## src/rtl/dnn2ami_pkg.sv

```systemverilog
// Shared types and helpers for the DNN-to-AMI bridge: scheduler states,
// macro write request layout and the index-width helper.
package dnn2ami_pkg;

   localparam int DNN_NUM_PU         = 2;
   localparam int DNN_AXI_ADDR_WIDTH = 32;
   localparam int DNN_AXI_DATA_WIDTH = 64;
   localparam int DNN_TX_SIZE_WIDTH  = 10;

   // Ceiling log2; returns 0 for values of 0 or 1.
   function automatic int C_LOG_2(input int value);
      int result;
      result = 0;
      for (int i = 0; i < 31; i++) begin
         if ((1 << i) < value) result = i + 1;
      end
      return result;
   endfunction

   localparam int DNN_NUM_PU_W = C_LOG_2(DNN_NUM_PU) + 1;

   typedef enum logic [1:0] {
      IDLE  = 2'd0,
      ISSUE = 2'd1,
      DONE  = 2'd2
   } sched_state_e;

   typedef struct packed {
      logic [DNN_AXI_ADDR_WIDTH-1:0] addr;
      logic [DNN_TX_SIZE_WIDTH-1:0]  size;
      logic [DNN_NUM_PU_W-1:0]       start_pu;
   } macro_req_t;

endpackage

```

## src/rtl/dnn2ami_wr_sched_if.sv

```systemverilog
// Request, PU output buffer and AMI write port bundle of the write scheduler.
// The slave modport is the scheduler's view; master is the surrounding fabric.
interface dnn2ami_wr_sched_if import dnn2ami_pkg::*; #(
   parameter int NUM_PU         = DNN_NUM_PU,
   parameter int AXI_ADDR_WIDTH = DNN_AXI_ADDR_WIDTH,
   parameter int AXI_DATA_WIDTH = DNN_AXI_DATA_WIDTH,
   parameter int TX_SIZE_WIDTH  = DNN_TX_SIZE_WIDTH,
   parameter int NUM_PU_W       = C_LOG_2(NUM_PU) + 1
);

   logic                             req_valid;
   logic                             req_ready;
   logic [AXI_ADDR_WIDTH-1:0]        req_addr;
   logic [TX_SIZE_WIDTH-1:0]         req_size;
   logic [NUM_PU_W-1:0]              req_start_pu;
   logic [NUM_PU-1:0]                outbuf_valid;
   logic [NUM_PU*AXI_DATA_WIDTH-1:0] outbuf_data;
   logic [NUM_PU-1:0]                outbuf_pop;
   logic                             mem_wr_valid;
   logic                             mem_wr_ready;
   logic [AXI_ADDR_WIDTH-1:0]        mem_wr_addr;
   logic [AXI_DATA_WIDTH-1:0]        mem_wr_data;

   modport slave (
      input  req_valid, req_addr, req_size, req_start_pu,
      input  outbuf_valid, outbuf_data, mem_wr_ready,
      output req_ready, outbuf_pop, mem_wr_valid, mem_wr_addr, mem_wr_data
   );

   modport master (
      output req_valid, req_addr, req_size, req_start_pu,
      output outbuf_valid, outbuf_data, mem_wr_ready,
      input  req_ready, outbuf_pop, mem_wr_valid, mem_wr_addr, mem_wr_data
   );

endinterface

```

## src/rtl/dnn2ami_rr_ptr.sv

```systemverilog
// Round-robin PU pointer: loads a start index, then steps modulo NUM_PU.
module dnn2ami_rr_ptr #(
   parameter int NUM_PU = 2,
   parameter int PTR_W  = 2
) (
   input  logic             clk,
   input  logic             reset_n,
   input  logic             i_load,
   input  logic [PTR_W-1:0] i_load_val,
   input  logic             i_adv,
   output logic [PTR_W-1:0] o_ptr
);

   localparam logic [PTR_W-1:0] LAST = PTR_W'(NUM_PU - 1);
   localparam logic [PTR_W-1:0] ONE  = PTR_W'(1);

   logic [PTR_W-1:0] r_ptr;

   // Load has priority; it only happens while the scheduler is idle anyway.
   always_ff @(posedge clk or negedge reset_n) begin
      if (!reset_n) begin
         r_ptr <= '0;
      end else if (i_load) begin
         r_ptr <= i_load_val;
      end else if (i_adv) begin
         r_ptr <= (r_ptr == LAST) ? '0 : r_ptr + ONE;
      end
   end

   assign o_ptr = r_ptr;

endmodule

```

## src/rtl/dnn2ami_wr_sched.sv

```systemverilog
// Write-path scheduler: splits one macro write request into single-beat AMI
// writes, drawing beats round-robin from the per-PU output buffers.
module dnn2ami_wr_sched import dnn2ami_pkg::*; #(
   parameter int NUM_PU         = DNN_NUM_PU,
   parameter int AXI_ADDR_WIDTH = DNN_AXI_ADDR_WIDTH,
   parameter int AXI_DATA_WIDTH = DNN_AXI_DATA_WIDTH,
   parameter int TX_SIZE_WIDTH  = DNN_TX_SIZE_WIDTH,
   parameter int NUM_PU_W       = C_LOG_2(NUM_PU) + 1
) (
   input  logic                clk,
   input  logic                reset_n,
   dnn2ami_wr_sched_if.slave   bus,
   output logic                busy,
   output logic                wr_done,
   output logic                err_bad_pu
);

   localparam int                        WSTRB_W   = AXI_DATA_WIDTH / 8;
   localparam logic [AXI_ADDR_WIDTH-1:0] ADDR_STEP = AXI_ADDR_WIDTH'(WSTRB_W);
   localparam logic [NUM_PU_W-1:0]       PU_COUNT  = NUM_PU_W'(NUM_PU);
   localparam logic [TX_SIZE_WIDTH-1:0]  SIZE_ONE  = TX_SIZE_WIDTH'(1);

   sched_state_e               r_state;
   sched_state_e               w_next;
   logic [AXI_ADDR_WIDTH-1:0]  r_addr;
   logic [TX_SIZE_WIDTH-1:0]   r_remaining;
   logic                       r_err;
   logic [NUM_PU_W-1:0]        w_pu;
   logic [NUM_PU_W-1:0]        w_load_pu;
   logic                       w_accept;
   logic                       w_bad_pu;
   logic                       w_fire;
   logic                       w_sel_valid;
   logic [AXI_DATA_WIDTH-1:0]  w_sel_data;

   // Gating with reset_n keeps req_ready low while reset is held.
   assign w_accept  = reset_n && (r_state == IDLE) && bus.req_valid;
   assign w_bad_pu  = (bus.req_start_pu >= PU_COUNT);
   assign w_load_pu = w_bad_pu ? '0 : bus.req_start_pu;
   assign w_fire    = (r_state == ISSUE) && w_sel_valid && bus.mem_wr_ready;

   dnn2ami_rr_ptr #(
      .NUM_PU (NUM_PU),
      .PTR_W  (NUM_PU_W)
   ) u_rr_ptr (
      .clk        (clk),
      .reset_n    (reset_n),
      .i_load     (w_accept),
      .i_load_val (w_load_pu),
      .i_adv      (w_fire),
      .o_ptr      (w_pu)
   );

   always_comb begin
      w_sel_valid = 1'b0;
      w_sel_data  = '0;
      for (int i = 0; i < NUM_PU; i++) begin
         if (w_pu == NUM_PU_W'(i)) begin
            w_sel_valid = bus.outbuf_valid[i];
            w_sel_data  = bus.outbuf_data[i*AXI_DATA_WIDTH +: AXI_DATA_WIDTH];
         end
      end
   end

   always_ff @(posedge clk or negedge reset_n) begin
      if (!reset_n) begin
         r_state <= IDLE;
      end else begin
         r_state <= w_next;
      end
   end

   always_comb begin
      w_next = r_state;
      unique case (r_state)
         IDLE:    if (w_accept) w_next = (bus.req_size != '0) ? ISSUE : DONE;
         ISSUE:   if (w_fire && (r_remaining == SIZE_ONE)) w_next = DONE;
         DONE:    w_next = IDLE;
         default: w_next = IDLE;
      endcase
   end

   // Address wraps naturally at the top of the address space.
   always_ff @(posedge clk or negedge reset_n) begin
      if (!reset_n) begin
         r_addr      <= '0;
         r_remaining <= '0;
         r_err       <= 1'b0;
      end else begin
         if (w_accept) begin
            r_addr      <= bus.req_addr;
            r_remaining <= bus.req_size;
            if (w_bad_pu) r_err <= 1'b1;
         end else if (w_fire) begin
            r_addr      <= r_addr + ADDR_STEP;
            r_remaining <= r_remaining - SIZE_ONE;
         end
      end
   end

   always_comb begin
      bus.req_ready    = w_accept;
      bus.mem_wr_valid = (r_state == ISSUE) && w_sel_valid;
      bus.mem_wr_addr  = r_addr;
      bus.mem_wr_data  = w_sel_data;
      bus.outbuf_pop   = '0;
      for (int i = 0; i < NUM_PU; i++) begin
         if (w_pu == NUM_PU_W'(i)) bus.outbuf_pop[i] = w_fire;
      end
      busy    = (r_state != IDLE);
      wr_done = (r_state == DONE);
   end

   assign err_bad_pu = r_err;

endmodule

```

## src/flat_wrapper.sv

```systemverilog
// flat-port wrapper written by rule: the top's interface ports become plain ports
module dnn2ami_wr_sched_flat import dnn2ami_pkg::*;
#(
   parameter int NUM_PU         = DNN_NUM_PU,
   parameter int AXI_ADDR_WIDTH = DNN_AXI_ADDR_WIDTH,
   parameter int AXI_DATA_WIDTH = DNN_AXI_DATA_WIDTH,
   parameter int TX_SIZE_WIDTH  = DNN_TX_SIZE_WIDTH,
   parameter int NUM_PU_W       = C_LOG_2(NUM_PU) + 1
)
  (clk, reset_n, busy, wr_done, err_bad_pu, bus_req_valid, bus_req_addr, bus_req_size, bus_req_start_pu, bus_outbuf_valid, bus_outbuf_data, bus_mem_wr_ready, bus_req_ready, bus_outbuf_pop, bus_mem_wr_valid, bus_mem_wr_addr, bus_mem_wr_data);
  dnn2ami_wr_sched_if #(.NUM_PU(NUM_PU), .AXI_ADDR_WIDTH(AXI_ADDR_WIDTH), .AXI_DATA_WIDTH(AXI_DATA_WIDTH), .TX_SIZE_WIDTH(TX_SIZE_WIDTH), .NUM_PU_W(NUM_PU_W)) bus_i ();
  input  logic clk;
  input  logic reset_n;
  output logic busy;
  output logic wr_done;
  output logic err_bad_pu;
  input wire logic [$bits(bus_i.req_valid)-1:0] bus_req_valid;
  input wire logic [$bits(bus_i.req_addr)-1:0] bus_req_addr;
  input wire logic [$bits(bus_i.req_size)-1:0] bus_req_size;
  input wire logic [$bits(bus_i.req_start_pu)-1:0] bus_req_start_pu;
  input wire logic [$bits(bus_i.outbuf_valid)-1:0] bus_outbuf_valid;
  input wire logic [$bits(bus_i.outbuf_data)-1:0] bus_outbuf_data;
  input wire logic [$bits(bus_i.mem_wr_ready)-1:0] bus_mem_wr_ready;
  output wire logic [$bits(bus_i.req_ready)-1:0] bus_req_ready;
  output wire logic [$bits(bus_i.outbuf_pop)-1:0] bus_outbuf_pop;
  output wire logic [$bits(bus_i.mem_wr_valid)-1:0] bus_mem_wr_valid;
  output wire logic [$bits(bus_i.mem_wr_addr)-1:0] bus_mem_wr_addr;
  output wire logic [$bits(bus_i.mem_wr_data)-1:0] bus_mem_wr_data;
  assign bus_i.req_valid = bus_req_valid;
  assign bus_i.req_addr = bus_req_addr;
  assign bus_i.req_size = bus_req_size;
  assign bus_i.req_start_pu = bus_req_start_pu;
  assign bus_i.outbuf_valid = bus_outbuf_valid;
  assign bus_i.outbuf_data = bus_outbuf_data;
  assign bus_i.mem_wr_ready = bus_mem_wr_ready;
  assign bus_req_ready = bus_i.req_ready;
  assign bus_outbuf_pop = bus_i.outbuf_pop;
  assign bus_mem_wr_valid = bus_i.mem_wr_valid;
  assign bus_mem_wr_addr = bus_i.mem_wr_addr;
  assign bus_mem_wr_data = bus_i.mem_wr_data;
  dnn2ami_wr_sched #(.NUM_PU(NUM_PU), .AXI_ADDR_WIDTH(AXI_ADDR_WIDTH), .AXI_DATA_WIDTH(AXI_DATA_WIDTH), .TX_SIZE_WIDTH(TX_SIZE_WIDTH), .NUM_PU_W(NUM_PU_W)) u_core (.clk(clk), .reset_n(reset_n), .bus(bus_i), .busy(busy), .wr_done(wr_done), .err_bad_pu(err_bad_pu));
endmodule
```

## config.mk

```make
export PLATFORM = sky130hd
export DESIGN_NAME = dnn2ami_wr_sched_flat
export DESIGN_NICKNAME = d
export VERILOG_FILES = /design/src/rtl/dnn2ami_pkg.sv /design/src/rtl/dnn2ami_wr_sched_if.sv /design/src/rtl/dnn2ami_rr_ptr.sv /design/src/rtl/dnn2ami_wr_sched.sv /design/src/flat_wrapper.sv
export SDC_FILE = /design/constraint.sdc
export NUM_CORES = 1
export LEC_CHECK = 0
export ABC_CLOCK_PERIOD_IN_PS = 2800
export BUFFER_PORTS_ARGS = -buffer_cell sky130_fd_sc_hd__buf_2
export CAP_MARGIN = 40
export CORE_UTILIZATION = 25
export CTS_BUF_LIST = sky130_fd_sc_hd__clkbuf_4 sky130_fd_sc_hd__clkbuf_8
export DETAILED_ROUTE_END_ITERATION = 10
export HOLD_SLACK_MARGIN = 0.02
export PLACE_DENSITY = 0.51
export SLEW_MARGIN = 20
export SYNTH_ARGS = -nofsm -noshare
export SYNTH_HDL_FRONTEND = slang
export SYNTH_SLANG_ARGS = --single-unit
```

## constraint.sdc

```tcl
create_clock -name clk -period 2.8 [get_ports clk]
set_input_delay 0.28 -clock clk [delete_from_list [all_inputs] [get_ports clk]]
set_output_delay 0.28 -clock clk [all_outputs]
set_load 0.1 [all_outputs]
```

Word level (Yosys, flattened, before mapping)
Cells that the tools add are included.
{"block": "word_totals", "regBits": 47, "latchBits": 0, "ram_bits": 0, "romBits": 0, "inputBits": 178, "out_inout_bits": 103, "word_cells": 45, "n_memories": 0}
{"block": "op_classes", "addsub": 3, "n_mul": 0, "n_div": 0, "order_cmp": 1, "eq_ne": 6, "shift": 0, "mux": 18, "bitwise": 0, "reduce_logical": 12}
{"op": "64-bit 2-to-1 mux", "count": 2}
{"op": "32-bit 2-to-1 mux", "count": 2}
{"op": "32-bit by 4-bit adder with 32-bit output (second input constant)", "count": 1}
{"op": "10-bit 2-to-1 mux", "count": 2}
{"op": "2-bit 2-to-1 mux", "count": 7}
{"op": "10-bit by 1-bit == test with 1-bit output (second input constant)", "count": 1}
{"op": "10-bit nonzero test", "count": 1}
{"op": "10-bit by 1-bit subtractor with 10-bit output (second input constant)", "count": 1}
{"op": "1-bit logical AND", "count": 5}
{"op": "2-bit by 1-bit == test with 1-bit output (second input constant)", "count": 2}
{"op": "2-bit zero test", "count": 2}
{"op": "1-bit 2-to-1 mux", "count": 4}
{"op": "2-bit case mux with 2 select lines", "count": 1}
{"op": "2-bit AND reduction", "count": 2}
{"op": "2-bit nonzero test", "count": 2}
{"op": "2-bit by 1-bit adder with 2-bit output (second input constant)", "count": 1}
{"op": "2-bit == test (second input constant)", "count": 1}
{"op": "2-bit greater-or-equal comparator (second input constant)", "count": 1}
{"op": "2-bit by 1-bit != test with 1-bit output (second input constant)", "count": 1}
{"op": "2-bit != test (second input constant)", "count": 1}

Longest topological paths before layout
{"block": "depth", "word_depth": 8, "ltp_mapped": 9, "mapped_depth_nobuf": 6}

Hierarchy
Synthesis repeated with hierarchy kept, for this count alone.
{"block": "unflattened", "hier_cells": 456, "area_unflattened_um2": 3672.3}
{"module": "dnn2ami_wr_sched", "instances": 1, "cells_each": 448, "area_per_inst_um2": 3582.2, "seq_area_each_um2": 1126.1}
{"module": "dnn2ami_rr_ptr", "instances": 1, "cells_each": 8, "area_per_inst_um2": 90.1, "seq_area_each_um2": 50.0}

Worst setup path before layout
Ideal clock, no wire load.
{"block": "synth_path", "kind": "reg-to-output", "from": "register u_core.u_rr_ptr.r_ptr[0], in the netlist u_core.u_rr_ptr.o_ptr[0]", "to": "output port bus_outbuf_pop[0]", "arrival_time_ns": 2.741, "required_ns": 2.520, "setup_slack_ns": -0.221, "path_stages_with_launch": 7, "path_buffers": 3, "cell_sequence": "dfrtp_1 buf_2 mux2i_1 or4b_1 buf_2 clkbuf_1 nor2_1"}
{"block": "synth_between", "elab_chain_len": 6, "elab_cells_between_ends": 7, "cone_classes": "eq/ne (1); mux (3); reduce/logical (3)"}
{"element": "from (decl)", "line_no": "dnn2ami_rr_ptr.sv:17", "source": "logic [PTR_W-1:0] r_ptr;"}
{"element": "from (signal assigned)", "line_no": "dnn2ami_rr_ptr.sv:24", "source": "r_ptr <= i_load_val;"}
{"element": "from (signal assigned)", "line_no": "dnn2ami_rr_ptr.sv:26", "source": "r_ptr <= (r_ptr == LAST) ? '0 : r_ptr + ONE;"}
{"element": "2-bit zero test", "line_no": "dnn2ami_wr_sched.sv:58, dnn2ami_wr_sched.sv:108"}
{"element": "1-bit 2-to-1 mux (2 in a row)", "line_no": "dnn2ami_wr_sched.sv:58", "source": "if (w_pu == NUM_PU_W'(i)) begin"}
{"element": "1-bit logical AND (2 in a row)", "line_no": "dnn2ami_wr_sched.sv:40", "source": "assign w_fire = (r_state == ISSUE) && w_sel_valid && bus.mem_wr_ready;"}
{"element": "1-bit 2-to-1 mux *", "line_no": "dnn2ami_wr_sched.sv:108", "source": "if (w_pu == NUM_PU_W'(i)) bus.outbuf_pop[i] = w_fire;"}
{"element": "to (decl)", "line_no": "flat_wrapper.sv:25", "source": "output wire logic [$bits(bus_i.outbuf_pop)-1:0] bus_outbuf_pop;"}
Mark *: on every way between the ends. The rest lies on a longest branch, timed or not.

Worst setup path in the final report
{"block": "layout_path", "from": "register u_core.u_rr_ptr.r_ptr[0], in the netlist u_core.u_rr_ptr.o_ptr[0]", "to": "output port bus_mem_wr_data[23]"}
{"block": "layout_between", "elab_chain_len": 3, "elab_cells_between_ends": 4, "cone_classes": "eq/ne (1); mux (2); reduce/logical (1)"}
{"element": "2-bit zero test", "line_no": "dnn2ami_wr_sched.sv:58"}
{"element": "64-bit 2-to-1 mux", "line_no": "dnn2ami_wr_sched.sv:58"}
{"element": "64-bit 2-to-1 mux *", "line_no": "dnn2ami_wr_sched.sv:58"}
{"element": "to (decl)", "line_no": "flat_wrapper.sv:28", "source": "output wire logic [$bits(bus_i.mem_wr_data)-1:0] bus_mem_wr_data;"}
Marked as above.

==> metrics.cfg <==
[floorplanning]
design.core.area_um2=14100
initial_core_util=0.260
die_height_um=123
die_w_um=123
core.rowCount=43
io_pins=281
die_area_um2=15100

[run]
timing.max_cap.violations=0

[pwr]
p_comb_frac=0.770
swShare=0.704
sequentialPowerShare=0.171
power_report.internal_total_mw=2.30
power.net_switching_mw=5.46
p_clk_frac=0.059
total_power_divided_by_cell_area_nw_per_um2=1410
ir_worst_vdd_uv=609
leakage_nw=2.82

[final_layout]
layout.cells.most_common=sky130_fd_sc_hd__buf_2
sequential_cell_area_um2=1180
final_cell_mix=sky130_fd_sc_hd__buf_2 (277), sky130_fd_sc_hd__mux2i_1 (65), sky130_fd_sc_hd__nor2_1 (64), sky130_fd_sc_hd__nand2_1 (53), sky130_fd_sc_hd__dfrtp_1 (45)
fill_cells=1486
layout-drive-gt1-share=0.462
finish.net_count=905
multiInputGateArea_um2=2390
syn2layout_area_growth_pct=50.2

[cts]
post_cts.repair.setup_buffers=0
cts_hold_buf=0
numCtsBuffers=5
clk_latency_ns=0.31
cts_root_buffer_type=sky130_fd_sc_hd__clkbuf_8
cts_max_level=2
clk_path_buf_depth=2
clock_slew_seen_by_the_registers_of_the_worst_setup_and_hold_paths_ns=0.10
cts_tree=yes
post_cts_resize_count=0
cts.sinks=47

[hold_path]
hp-class=in -> async

[synthesis]
synth.cell_area_um2=3660
syn_nets=635
async_flop_share=1.00
synth-edff-count=0
synth-seq-area-share=0.321
ys_types=45
ys_ff_latch=47
yosys_warnings=0
netlist_instances=454
syn_avg_cell_area_um2=8.06
synth-main-ff-cell=sky130_fd_sc_hd__dfrtp_1

[setup_path]
r2r_end=u_core.bus.mem_wr_addr[26]
worstPathCellList=buf_4, buf_12, mux2i_1, nor2_1, buf_2
ff2ff_setup_slack_ns=0.63
arrival_ns=2.24
slowest_stage_delay_on_critical_path_ns=0.43
worstRegToRegCells=5
setup_cp_type=reg -> out
cp.required_ns=2.52
worst_setup_path_start_kind=flop
path_max_fanout=38
slowest_stage=sky130_fd_sc_hd__dfrtp_4
crit-reg2reg-launch=u_core.u_rr_ptr.o_ptr[0]
critical_path_sink_type=output port

[global_routing]
grt_first_pass_wirelength_um=21800
number_of_antenna_violations_at_the_first_check_in_global_routing=2
gr-total-overflow=0
grt_start_max_net_pins=66
gr-usage-all-layers=0.189
vias_in_the_first_global_route=4091

[status]
status=finished clean

[timing]
drv_slew=0
worstMarginPinSlew_ns=0.736
timing.fmax_ghz=0.396
layout_worst_path_cycle_share=0.902
fin_tns_setup_ns=0
finalSetupViolCount=0
final.setup_skew_ns=0.0142
hold_slack_ns=0.126
slew_headroom=0.509
timing.final.hold_violations=0
rsz0062_at_grt=no
timing.final.crit_period_ns=2.52

[detailed_routing]
drt_first_iter_violations=283
antenna_left=0
total_number_of_vias=4413
wire_length_per_cell_after_detailed_routing_um=16.6
drcViolationCount=0
detail_route.wirelength_um=15100
vias_per_cell=4.87
detailedRoute.firstPassIterationCount=4

[place]
finalWeightedCongestion=0.804
port_buf_inserts=280
dpl_wire_length_um=12100

metal layers:
metal,wire (µm),vias up,global-route usage,part of all wire
met3,908,8,0.0318,0.060
met5,0,-,0,0
li1,-,2173,-,-
met4,125,0,0.0414,0.0083
met2,7770,164,0.339,0.51
met1,6300,2068,0.234,0.42
critical path, delay by kind of cell (launching register included):
kind,cells,cell delay (ns)
AND/OR/NAND/NOR,1,0.08
flip-flops,1,0.43
multiplexers,1,0.35
buffers and inverters,3,1.06
synthesized netlist by cell type, types with 5 or more instances:
cell                       number  area [µm²]
sky130_fd_sc_hd__mux2i_1       65         651
sky130_fd_sc_hd__nand3_1       26         130
sky130_fd_sc_hd__clkbuf_1      20        75.1
sky130_fd_sc_hd__buf_2          5        25.0
sky130_fd_sc_hd__a21o_1         6        45.0
sky130_fd_sc_hd__o21ai_1        5        25.0
sky130_fd_sc_hd__buf_1          5        18.8
sky130_fd_sc_hd__o21ai_0       16        80.1
sky130_fd_sc_hd__nor2_1        83         312
sky130_fd_sc_hd__and4_1         5        43.8
sky130_fd_sc_hd__nand4_1       12        75.1
sky130_fd_sc_hd__nor3_1         7        35.0
sky130_fd_sc_hd__o211ai_1       8        60.1
sky130_fd_sc_hd__a21oi_1        5        25.0
sky130_fd_sc_hd__xnor2_1        5        43.8
sky130_fd_sc_hd__nand2_1       53         199
sky130_fd_sc_hd__inv_1          6        22.5
sky130_fd_sc_hd__dfrtp_1       47        1180
sky130_fd_sc_hd__and3_1         5        31.3
sky130_fd_sc_hd__nor4_1         6        37.5
sky130_fd_sc_hd__xor2_1         7        61.3
state kept, by name, indices dropped and copies added (netlist names):
signal                  count
u_core.bus.mem_wr_addr     32
u_core.err_bad_pu           1
u_core.r_remaining         10
u_core.r_state              2
u_core.u_rr_ptr.o_ptr       2
stage by stage:
| stage | area [µm²] | worst slack (ns) | std cells | power, mW | utilization |
|---|---|---|---|---|---|
| final | 5500 | 0.275 | 907 | 7.76 | 0.390 |
| after CTS | 5490 | 0.253 | 905 | 7.80 | 0.389 |
| after detailed placement | 5400 | 0.619 | 897 | 7.33 | 0.383 |
| after global routing | 5490 | 0.148 | 905 | 8.11 | 0.389 |
| after floorplan | 3710 | 0.00129 | 454 | 6.27 | - |
| after global placement | 5370 | 0.453 | 895 | 7.27 | 0.381 |
cell type report:
cell class              count  area share
repair buffers            294       0.287
well taps                 180      0.0410
multi-input cells         370       0.435
diodes                      2    0.000911
clock buffers               6      0.0139
inverters                   6     0.00410
clock inverters             2     0.00319
flip-flops and latches     47       0.215
power by group through the flow:
stage	combinational, mW	clock [mW]	sequential [mW]
3_3_place_gp	5.95	0	1.32
4_1_cts	6.00	0.474	1.33
2_1_floorplan	3.50	0	2.77
6_report	5.97	0.455	1.33
5_1_grt	6.22	0.502	1.38
3_5_place_dp	5.99	0	1.34
cells by family (layout without fill, tap and decap cells):
group / count (synthesis) / in the layout / synth area share
AND/OR/NAND/NOR: 221 / 221 / 0.289
AO/OA/AOI/OAI: 69 / 69 / 0.131
multiplexers: 65 / 65 / 0.178
flip-flops: 47 / 47 / 0.321
buffers and inverters: 37 / 308 / 0.0417
XOR/XNOR: 12 / 12 / 0.0287
adder cells (fa/ha/maj): 3 / 3 / 0.0103
other: 0 / 2 / 0
how the worst max path moves through the flow:
stage	startpoint	to	slack [ns]	depth (start not counted)
floorplan	u_core.u_rr_ptr.o_ptr[0]	bus_mem_wr_data[35]	0.001	5
global route	u_core.u_rr_ptr.o_ptr[0]	bus_mem_wr_data[24]	0.15	5
detailed placement	u_core.u_rr_ptr.o_ptr[0]	bus_mem_wr_data[24]	0.62	5
CTS	u_core.u_rr_ptr.o_ptr[0]	bus_mem_wr_data[24]	0.25	5
finish	u_core.u_rr_ptr.o_ptr[0]	bus_mem_wr_data[23]	0.28	5
global placement	u_core.u_rr_ptr.o_ptr[0]	bus_mem_wr_data[24]	0.45	4
Note: power is estimated with default switching activity, not from simulation.
